**src/rtl/mem_access_unit_pkg.sv**
```systemverilog
// Shared definitions for the memory access unit: default geometry and FSM encoding.
package mem_access_unit_pkg;

  localparam int DEPTH_DEFAULT = 50;
  localparam int AW_DEFAULT    = 6;
  localparam int DW_DEFAULT    = 8;

  // The error counter stops here instead of wrapping back to zero.
  localparam logic [7:0] ERR_COUNT_MAX = 8'hFF;

  typedef enum logic [1:0] {
    IDLE    = 2'd0,
    ACCESS  = 2'd1,
    CAPTURE = 2'd2,
    RESP    = 2'd3
  } state_t;

endpackage

```
**src/rtl/mem_access_unit.sv**
```systemverilog
// Memory access unit: takes one load/store request at a time from the core,
// drives a single-cycle strobe to a registered data memory and returns one
// response. Out-of-range addresses never reach the memory and are counted.
module mem_access_unit
  import mem_access_unit_pkg::*;
#(
  parameter int DEPTH = DEPTH_DEFAULT,
  parameter int AW    = AW_DEFAULT,
  parameter int DW    = DW_DEFAULT
) (
  input  logic          clk,
  input  logic          rst_n,
  input  logic          req_valid,
  output logic          req_ready,
  input  logic          req_write,
  input  logic [AW-1:0] req_addr,
  input  logic [DW-1:0] req_wdata,
  output logic          resp_valid,
  input  logic          resp_ready,
  output logic [DW-1:0] resp_rdata,
  output logic          resp_err,
  output logic          mem_write,
  output logic          mem_read,
  output logic [AW-1:0] mem_address,
  output logic [DW-1:0] mem_data_in,
  input  logic [DW-1:0] mem_data_out,
  output logic [7:0]    err_count
);

  // One extra bit so a DEPTH equal to 2^AW still compares correctly.
  localparam logic [AW:0] DEPTH_LIMIT = (AW+1)'(DEPTH);

  state_t state;
  logic   write_q;
  logic   addr_err;

  // Range check of the incoming address; only consulted on the accept edge.
  always_comb begin
    addr_err = ({1'b0, req_addr} >= DEPTH_LIMIT);
  end

  // Sequencer with every output registered. mem_address and mem_data_in double
  // as the latched request so they are already stable when the strobe rises.
  always_ff @(posedge clk or negedge rst_n) begin
    if (!rst_n) begin
      state       <= IDLE;
      write_q     <= 1'b0;
      req_ready   <= 1'b1;
      resp_valid  <= 1'b0;
      resp_rdata  <= '0;
      resp_err    <= 1'b0;
      mem_write   <= 1'b0;
      mem_read    <= 1'b0;
      mem_address <= '0;
      mem_data_in <= '0;
      err_count   <= '0;
    end else begin
      case (state)
        IDLE: begin
          if (req_valid && req_ready) begin
            req_ready   <= 1'b0;
            write_q     <= req_write;
            mem_address <= req_addr;
            mem_data_in <= req_wdata;
            if (addr_err) begin
              state      <= RESP;
              resp_valid <= 1'b1;
              resp_err   <= 1'b1;
              resp_rdata <= '0;
            end else begin
              state     <= ACCESS;
              mem_write <= req_write;
              mem_read  <= !req_write;
            end
          end
        end

        ACCESS: begin
          mem_write <= 1'b0;
          mem_read  <= 1'b0;
          if (write_q) begin
            state      <= RESP;
            resp_valid <= 1'b1;
            resp_err   <= 1'b0;
            resp_rdata <= '0;
          end else begin
            state <= CAPTURE;
          end
        end

        CAPTURE: begin
          state      <= RESP;
          resp_valid <= 1'b1;
          resp_err   <= 1'b0;
          resp_rdata <= mem_data_out;
        end

        RESP: begin
          if (resp_ready) begin
            state      <= IDLE;
            req_ready  <= 1'b1;
            resp_valid <= 1'b0;
            resp_err   <= 1'b0;
            resp_rdata <= '0;
            if (resp_err && (err_count != ERR_COUNT_MAX)) begin
              err_count <= err_count + 8'd1;
            end
          end
        end

        default: begin
          state      <= IDLE;
          req_ready  <= 1'b1;
          resp_valid <= 1'b0;
          mem_write  <= 1'b0;
          mem_read   <= 1'b0;
        end
      endcase
    end
  end

endmodule

```
**config.mk**
```make
export PLATFORM = sky130hd
export DESIGN_NAME = mem_access_unit
export DESIGN_NICKNAME = d
export VERILOG_FILES = /design/src/rtl/mem_access_unit_pkg.sv /design/src/rtl/mem_access_unit.sv
export SDC_FILE = /design/constraint.sdc
export NUM_CORES = 1
export LEC_CHECK = 0
export ABC_AREA = 1
export CORE_ASPECT_RATIO = 0.5
export CORE_MARGIN = 2
export CORE_UTILIZATION = 39
export DETAILED_ROUTE_END_ITERATION = 12
export DONT_BUFFER_PORTS = 1
export SLEW_MARGIN = 20
export SYNTH_ARGS = -nofsm -noshare
export SYNTH_HDL_FRONTEND = slang
export SYNTH_SLANG_ARGS = --single-unit
```
**constraint.sdc**
```tcl
create_clock -name clk -period 1.4 [get_ports clk]
set_input_delay 0.28 -clock clk [delete_from_list [all_inputs] [get_ports clk]]
set_output_delay 0.28 -clock clk [all_outputs]
set_load 0.005 [all_outputs]
```
==> results of run 1 <==
## power groups by stage
stage / clock (uW) / sequential [uW] / combinational [uW]
2_1_floorplan: 0 / 1850 / 1170
3_3_place_gp: 0 / 1920 / 1480
3_5_place_dp: 0 / 1930 / 1530
4_1_cts: 791 / 1920 / 1580
5_1_grt: 839 / 1980 / 2180
6_report: 757 / 1930 / 1910
## through the flow
step                setup WS (ps)  hold slack, ps
finish                       29.0             109
global placement             2.33           -14.8
detailed placement          -25.4           -14.7
floorplan                    44.1           -15.6
CTS                          3.96             102
global route                -31.9            95.9
## path summary, 6_finish.rpt
| kind | cells past startpoint | slack [ps] | to | start |
|---|---|---|---|---|
| setup / recovery | 7 | 30 | resp_rdata[5] | req_ready |
| setup reg to reg | 7 | 30 | resp_rdata[5] | req_ready |
| min in group asynchronous | 2 | 440 | mem_write | rst_n |
| hold / removal | 2 | 110 | mem_data_in[0] | req_wdata[0] |
| max in group asynchronous | 2 | 700 | req_ready | rst_n |
| hold reg to reg | 2 | 500 | mem_data_in[3] | mem_data_in[3] |
## sequential cells by signal, indices dropped and copies added (netlist names)
name / count
err_count: 8
mem_address: 6
mem_data_in: 8
mem_read: 1
mem_write: 1
req_ready: 1
resp_err: 1
resp_rdata: 8
resp_valid: 1
state: 2
write_q: 1
## kinds of logic after synthesis
| logic type | synth area share |
|---|---|
| and+or+nand+nor | 0.358 |
| buffers and inverters | 0.0571 |
| adders and majority gates | 0.0403 |
| AOI/OAI and AO/OA | 0.0188 |
| DFF | 0.511 |
| xor gates and xnor gates | 0.0141 |
## worst max-delay path: cells and delay by family (launching register included)
family / cells / cell delay (ps)
and+or+nand+nor: 7 / 690
DFF: 1 / 590
## timing repair
| action | CTS | global route |
|---|---|---|
| gates resized for setup | 1 | 23 |
| pin swaps | 0 | 13 |
| buffers inserted | 0 | 3 |
| gates cloned | 0 | 2 |
| hold endpoints to repair | 38 | 0 |
| hold buffers | 2 | 0 |
| setup endpoints to repair | 10 | 34 |
## placed cells by master (no fill, tap or decap), drive strengths merged
cell / instances
xnor2: 3
o21ai: 5
clkbuf: 7
nand3: 10
ha: 6
buf: 13
a21oi: 2
dfrtp: 37
clkinv: 1
dlygate4sd3: 1
nand4: 4
inv: 18
dfstp: 1
nor2: 13
nand2: 119
nand3b: 8
## layer usage
layer,vias up,GRT usage
li1,745,-
met1,712,0.194
met2,28,0.283
met3,2,0.0594
met4,0,0.0473
met5,-,0
## final cells by class
cell class,instances,area (um^2)
fill,452,2290
tap,66,82.6
clock buffer,7,86.3
sequential,38,952
clock inverter,1,5.00
multi-input combinational,170,867
timing repair buffer,14,131
inverter,18,72.6
## cell usage after synthesis
cell        n
nand2_4     1
nand2_2     4
inv_2       3
buf_1       1
buf_2       1
buf_4       1
nand3b_1    8
dfrtp_1    37
xnor2_1     3
nand3_1     9
nor2_2      1
nand3_2     1
inv_1      15
buf_6       2
nand2_1   113
nor2_4      2
o21ai_0     5
nand4_1     4
a21oi_1     2
nor2_1     10
dfstp_2     1
ha_1        6
==> flow_summary.toml, run 1 <==
[routing]
routed_wl_um = 4110
viasPerCell = 4.74
drt-initial-drc-count = 39
drt-pass1-iter-count = 4
top_layer = "met4"
wl_met2_um = 1990
wl_met3_um = 215
wl_met1_um = 1890
routedWlPerCell_um = 13.1
vias = 1487
post-route-drc-count = 0
ant_nets = 0

[global_routing]
grt_pass1_vias = 1501
grt_pass1_wl_um = 6800
grt-ovfl-total = 0
grt_antenna_before_repair = 0
grt_max_degree = 39
grt_use_total = 0.164

[synth]
syn_nets = 263
synth_top_area_frac = 0.497
synth.avg_cell_area_um2 = 8.09
netlist_area_mm2 = 0.00186
yosys_warnings = 0
synth_area_leader_cell = "dfrtp_1"
ys_ff_latch = 38
ys_seq_area_frac = 0.511
syn_inst = 230
synth.top_cells.by_area = "dfrtp_1, nand2_1, ha_1, nand3b_1, inv_1"
ys_types = 22

[placed_design]
routabilityCongestion = 0.783
dpl-instance-area_mm2 = 0.00197
numPortBuffers = 0
hpwl_um = 2890
dp_cells = 299

[setup_path]
required_ps = 1570
max_stage_delay_ps = 590
critPathKind = "flop to flop"
crit_slowest_cell = "dfstp_2"
critical_path.max_fanout = 5
endpoint_kind = "flop"
cp_common_cell = "nand2_4"
arrival_ps = 1540
path_cells = "nand2_4, nand2_4, nand2_4, nor2_4, nand2_2, nand2_1, nand2_1"
startpoint_type = "flop"

[die]
die-area_mm2 = 0.00538
die_x_um = 102
start_util = 0.415
row_count = 17
io_pins = 62
core_mm2 = 0.00449
die_y_um = 52.9

[power]
switching_share = 0.404
pwr-share-clk = 0.165
p_comb_frac = 0.416
total_leakage_power_uw = 0.00112
pwr_density_cell_mw_per_mm2 = 2090
ir_drop_uv = 826
finalPower_uw = 4590
power.internal_uw = 2740
seq_power_share = 0.419
p_switching_uw = 1850

[worst_hold_path]
hold_class = "primary input to flop"

[sta]
post-route-period-util = 0.979
skew_ps = 6.69
relSlewSlack = 0.837
drv_slew = 0
clock.fmax_mhz = 729
worst_slew_pin_slew_ps = 244
finalHoldViolations = 0
period_needed_ps = 1370
setup_viol = 0
grt_setup_unrepaired = "yes"
fin_tns_setup_ps = 0

[clock_tree]
cts_buffer_depth = 2
clock-root-buffer = "clkbuf_8"
cts_tree = "built"
numClockSinks = 38
cts.clk_slew.worst_paths_ps = 80
cts_made_buffers = 5
clk_latency_ps = 280
htreeDepth = 2

[outcome]
status = "completed"

[finish]
final_cells = 314
final_core_util = 0.490
finalInstanceArea_mm2 = 0.00220
drive_gt1_frac = 0.177
antenna_cells = 0
fin_nets = 280
area.growth.synth_to_final_pct = 18.0

[job]
drv_cap = 0
(Power assumes the default switching activity.)
==> run 2: changes to the inputs <==
--- a/config.mk
+++ b/config.mk
@@ -7,7 +7,6 @@
 export LEC_CHECK = 0
 export ABC_AREA = 1
 export CORE_ASPECT_RATIO = 0.5
-export CORE_MARGIN = 2
 export CORE_UTILIZATION = 39
 export DETAILED_ROUTE_END_ITERATION = 12
 export DONT_BUFFER_PORTS = 1
==> constraint.sdc (replaced) <==
create_clock -name clk -period 1.4 [get_ports clk]
set_input_delay 0.14 -clock clk [delete_from_list [all_inputs] [get_ports clk]]
set_output_delay 0.14 -clock clk [all_outputs]
set_load 0.005 [all_outputs]
==> flow_summary.toml, run 2 (synthesized netlist as in run 1, its figures left out) <==
[outcome]
status = "completed"

[placed_design]
hpwl_um = 2720
dpl-instance-area_mm2 = 0.00198
place_ws_ps = -0.927
dp_cells = 301
numPortBuffers = 0
routabilityCongestion = 0.754

[routing]
routedWlPerCell_um = 12.5
vias = 1523
post-route-drc-count = 0
routed_wl_um = 4120
drt-pass1-iter-count = 4
ant_nets = 0
drt-initial-drc-count = 36
viasPerCell = 4.62

[finish]
final_cell_mix = "nand2_1, dfrtp_1, dlygate4sd3_1"
multi_input_area_um2 = 838
final_common_cell = "nand2_1"
regArea_um2 = 952
final_cells = 330
final_core_util = 0.521
top_regs = "err_count (8), mem_data_in (8), resp_rdata (8)"
antenna_cells = 0
finalInstanceArea_mm2 = 0.00234
fin_nets = 296
fillers = 407
drive_gt1_frac = 0.167
area.growth.synth_to_final_pct = 25.7

[sta]
grt_setup_unrepaired = "yes"
relSlewSlack = 0.838
post-route-period-util = 0.958
drv_slew = 0
setup_slack_ps = 58.8
setup_viol = 0
clock.fmax_mhz = 746
holdWs_ps = 28.0
skew_ps = 3.69
worst_slew_pin_slew_ps = 244
period_needed_ps = 1340
finalHoldViolations = 0

[die]
die_x_um = 99.7
die_y_um = 50.9
start_util = 0.415
core_mm2 = 0.00449
row_count = 17
die-area_mm2 = 0.00507
io_pins = 62

[setup_path]
critical_path.max_fanout = 4
crit_buf_inv = 4
max_stage_delay_ps = 410
startpoint_type = "flop"
crit_family = "flip-flops"
path_cells = "inv_2, ha_4, inv_2, nor2_4, buf_4, clkinv_2, o21ai_0"
arrival_ps = 1540
cp_common_cell = "inv_2"
critPathKind = "flop to flop"
crit_slowest_cell = "dfrtp_1"
endpoint_kind = "flop"
required_ps = 1600

[clock_tree]
cts.clk_slew.worst_paths_ps = 70
htreeDepth = 2
cts_tree = "built"
cts_made_buffers = 5
numClockSinks = 38
cts_buffer_depth = 2
clk_latency_ps = 280
clock-root-buffer = "clkbuf_8"

[global_routing]
grt_antenna_before_repair = 0
grt_pass1_wl_um = 6580
grt_max_degree = 39
grt_pass1_vias = 1437
grt-ovfl-total = 0
grt_use_total = 0.170

[job]
drv_cap = 0

[power]
pwr_density_cell_mw_per_mm2 = 1930
total_leakage_power_uw = 0.00118
ir_drop_uv = 769

[worst_hold_path]
hold_class = "primary input to flop"
run 2: cell type report:
type / count / share of cell area
clock buffers: 7 / 0.0369
well taps: 66 / 0.0353
repair buffers: 29 / 0.124
inverters: 18 / 0.0321
repair inverters: 2 / 0.00481
multi-input cells: 169 / 0.358
flip-flops and latches: 38 / 0.407
clock inverters: 1 / 0.00214
run 2: final timing paths:
path,start,endpoint,slack [ps],depth (start not counted)
setup / recovery,state[1],write_q,60,7
hold / removal,req_write,mem_write,30,2
setup reg to reg,state[1],write_q,60,7
hold reg to reg,mem_data_in[6],mem_data_in[6],500,2
max in group asynchronous,rst_n,req_ready,840,2
min in group asynchronous,rst_n,err_count[0],300,2
run 2: what timing repair did:
item                                    CTS  global route
hold buffers                             15             0
gates resized for setup                   0            20
setup buffers                             0             4
endpoints found under the setup margin    0            37
hold endpoints to repair                 51             0
run 2: stage by stage:
stage	setup TNS, ps	power, uW
3_3_place_gp	0	3430
4_1_cts	0	4330
6_report	0	4520
5_1_grt	-207	4940
2_1_floorplan	0	3020
3_5_place_dp	-0.927	3490
run 2: report_power, final:
group	switching, uW	leakage [uW]	internal (uW)
clock	368	0.0000482	397
sequential	368	0.000491	1550
combinational	1050	0.000641	792
total	1780	0.00118	2740
run 2: per-layer routing:
| metal | vias up | track usage | wire length (um) | share of wire |
|---|---|---|---|---|
| li1 | 774 | - | - | - |
| met1 | 708 | 0.205 | 1960 | 0.48 |
| met2 | 36 | 0.287 | 1910 | 0.46 |
| met3 | 5 | 0.0575 | 206 | 0.050 |
| met4 | 0 | 0.0588 | 40 | 0.0097 |
| met5 | - | 0 | 0 | 0 |
run 2: worst register-to-register path, delay by kind of cell, from the launching register on:
kind,cells,cell delay (ps)
and+or+nand+nor,1,110
buffers and inverters,4,400
DFF,1,410
adders and majority gates,1,150
AOI/OAI and AO/OA,1,180
==> edit: new RTL, flow settings as in run 2 <==
The package constant `DW_DEFAULT` goes from 8 to 12.
--- a/src/rtl/mem_access_unit_pkg.sv
+++ b/src/rtl/mem_access_unit_pkg.sv
@@ -3,7 +3,7 @@
 
   localparam int DEPTH_DEFAULT = 50;
   localparam int AW_DEFAULT    = 6;
-  localparam int DW_DEFAULT    = 8;
+  localparam int DW_DEFAULT    = 12;
 
   // The error counter stops here instead of wrapping back to zero.
   localparam logic [7:0] ERR_COUNT_MAX = 8'hFF;
Ports: changed (resized mem_data_in, mem_data_out, req_wdata and resp_rdata); port bits go from 62 to 78. No check against the original RTL was run, so the function may have changed too.
==> edit against run 2 <==
  * Largest power group is now combinational logic
  * Critical endpoint is now mem_read
  * Worst setup slack lost 37 ps
  * Critical path type unchanged
  * Critical path depth grew 1
  * Routed wire length grew 24%
  * Area after synthesis grew 20%
  * Sequential cell count grew 8
  * Global-route usage grew 1.1 points
  * Total power grew 39%
  * Final area grew 26%
  * Synthesized cell count grew 17%
  * Largest cell class unchanged
==> edit: results (changes against run 2) <==
* P_leak at 1.47 nW (+24%)
* # hold bufs at CTS at 19 (+4)
* First-pass GRT wire length at 8.49 mm (+29%)
* Syn Area/Cell at 8.32 µm² (+2.7%)
* Synth cell count leaders: 132 x nand2_1, 45 x dfrtp_1, 14 x inv_1, 12 x nand3b_1, 10 x nand3_1
* Worst Path Arrival at 1600 ps (+60 ps)
* Outcome: completed
* CTS-repair resized insts at 10 (+10)
* Biggest regs: mem_data_in (12), resp_rdata (12), err_count (8)
* HP Start: req_addr[1]
* GRT Overall Usage at 18.1% (+1.1 points)
* Root Buffer: clkbuf_16
* Post-Synth XOR/XNOR Area at 1.17% (-0.24 points)
* Post-Layout Cell Count at 385 (+17%)
* Fillers at 493 (+21%)
* Gp weighted congestion at 0.752 (-0.29%)
* Max stage delay on crit path at 460 ps (+50 ps)
* Fin Hold WS at 9.31 ps (-18.6 ps)
* Reg-to-reg critical path endpoint: mem_read
* Final wirelength at 5.10 mm (+24%)
* Slew headroom at 83.9% (+0.18 points)
* Placed Cells incl. Taps at 348 (+16%)
* Placed Area at 2380 µm² (+20%)
* Top post-synthesis cells by area: dfrtp_1 50%, nand2_1 22%, nand3b_1 4.0%
* Worst Hold End: mem_address[1]
* Adder-Cell Fraction of Synth Area at 3.36% (-0.68 points)
* Worst path slowest cell: dfrtp_2
* Mapped Nets at 310 (+18%)
* Vias/cell at 4.67 (+1.2%)
* Largest net degree at the start of global routing at 47 (+21%)
* DP Wirelength at 3.31 mm (+21%)
* Number of global-route vias before repair at 1,777 (+24%)
-- edit: cell count changes in the layout (fill, tap and decap cells not counted), sizes merged, moves of 3 or more --
cell	delta
nand3b	+4
dfrtp	+8
dlygate4sd3	+4
buf	+9
clkinv	-3
nand2	+24
-- edit: metal layers --
metal / GRT usage, % / routed length, µm
met1: 23.2 / 2320
met2: 30.3 / 2470
met3: 4.84 / 288
met4: 4.05 / 19
met5: 0 / 0
-- edit: where the power goes --
part           internal (W)  leakage [nW]  switching, W
clock              0.000841        0.0760      0.000498
sequential          0.00189         0.593      0.000478
combinational       0.00117         0.799       0.00142
-- edit: layout make-up --
class	instances	area, µm²	share of cell area, %
Sequential cell	46	1150	39.1
Multi-Input combinational cell	197	1040	35.3
Timing Repair Buffer	42	412	13.9
Clock buffer	5	125	4.24
Tap cell	73	91.3	3.09
Inverter	18	75.1	2.54
Clock inverter	3	45.0	1.53
Timing Repair inverter	1	6.26	0.212
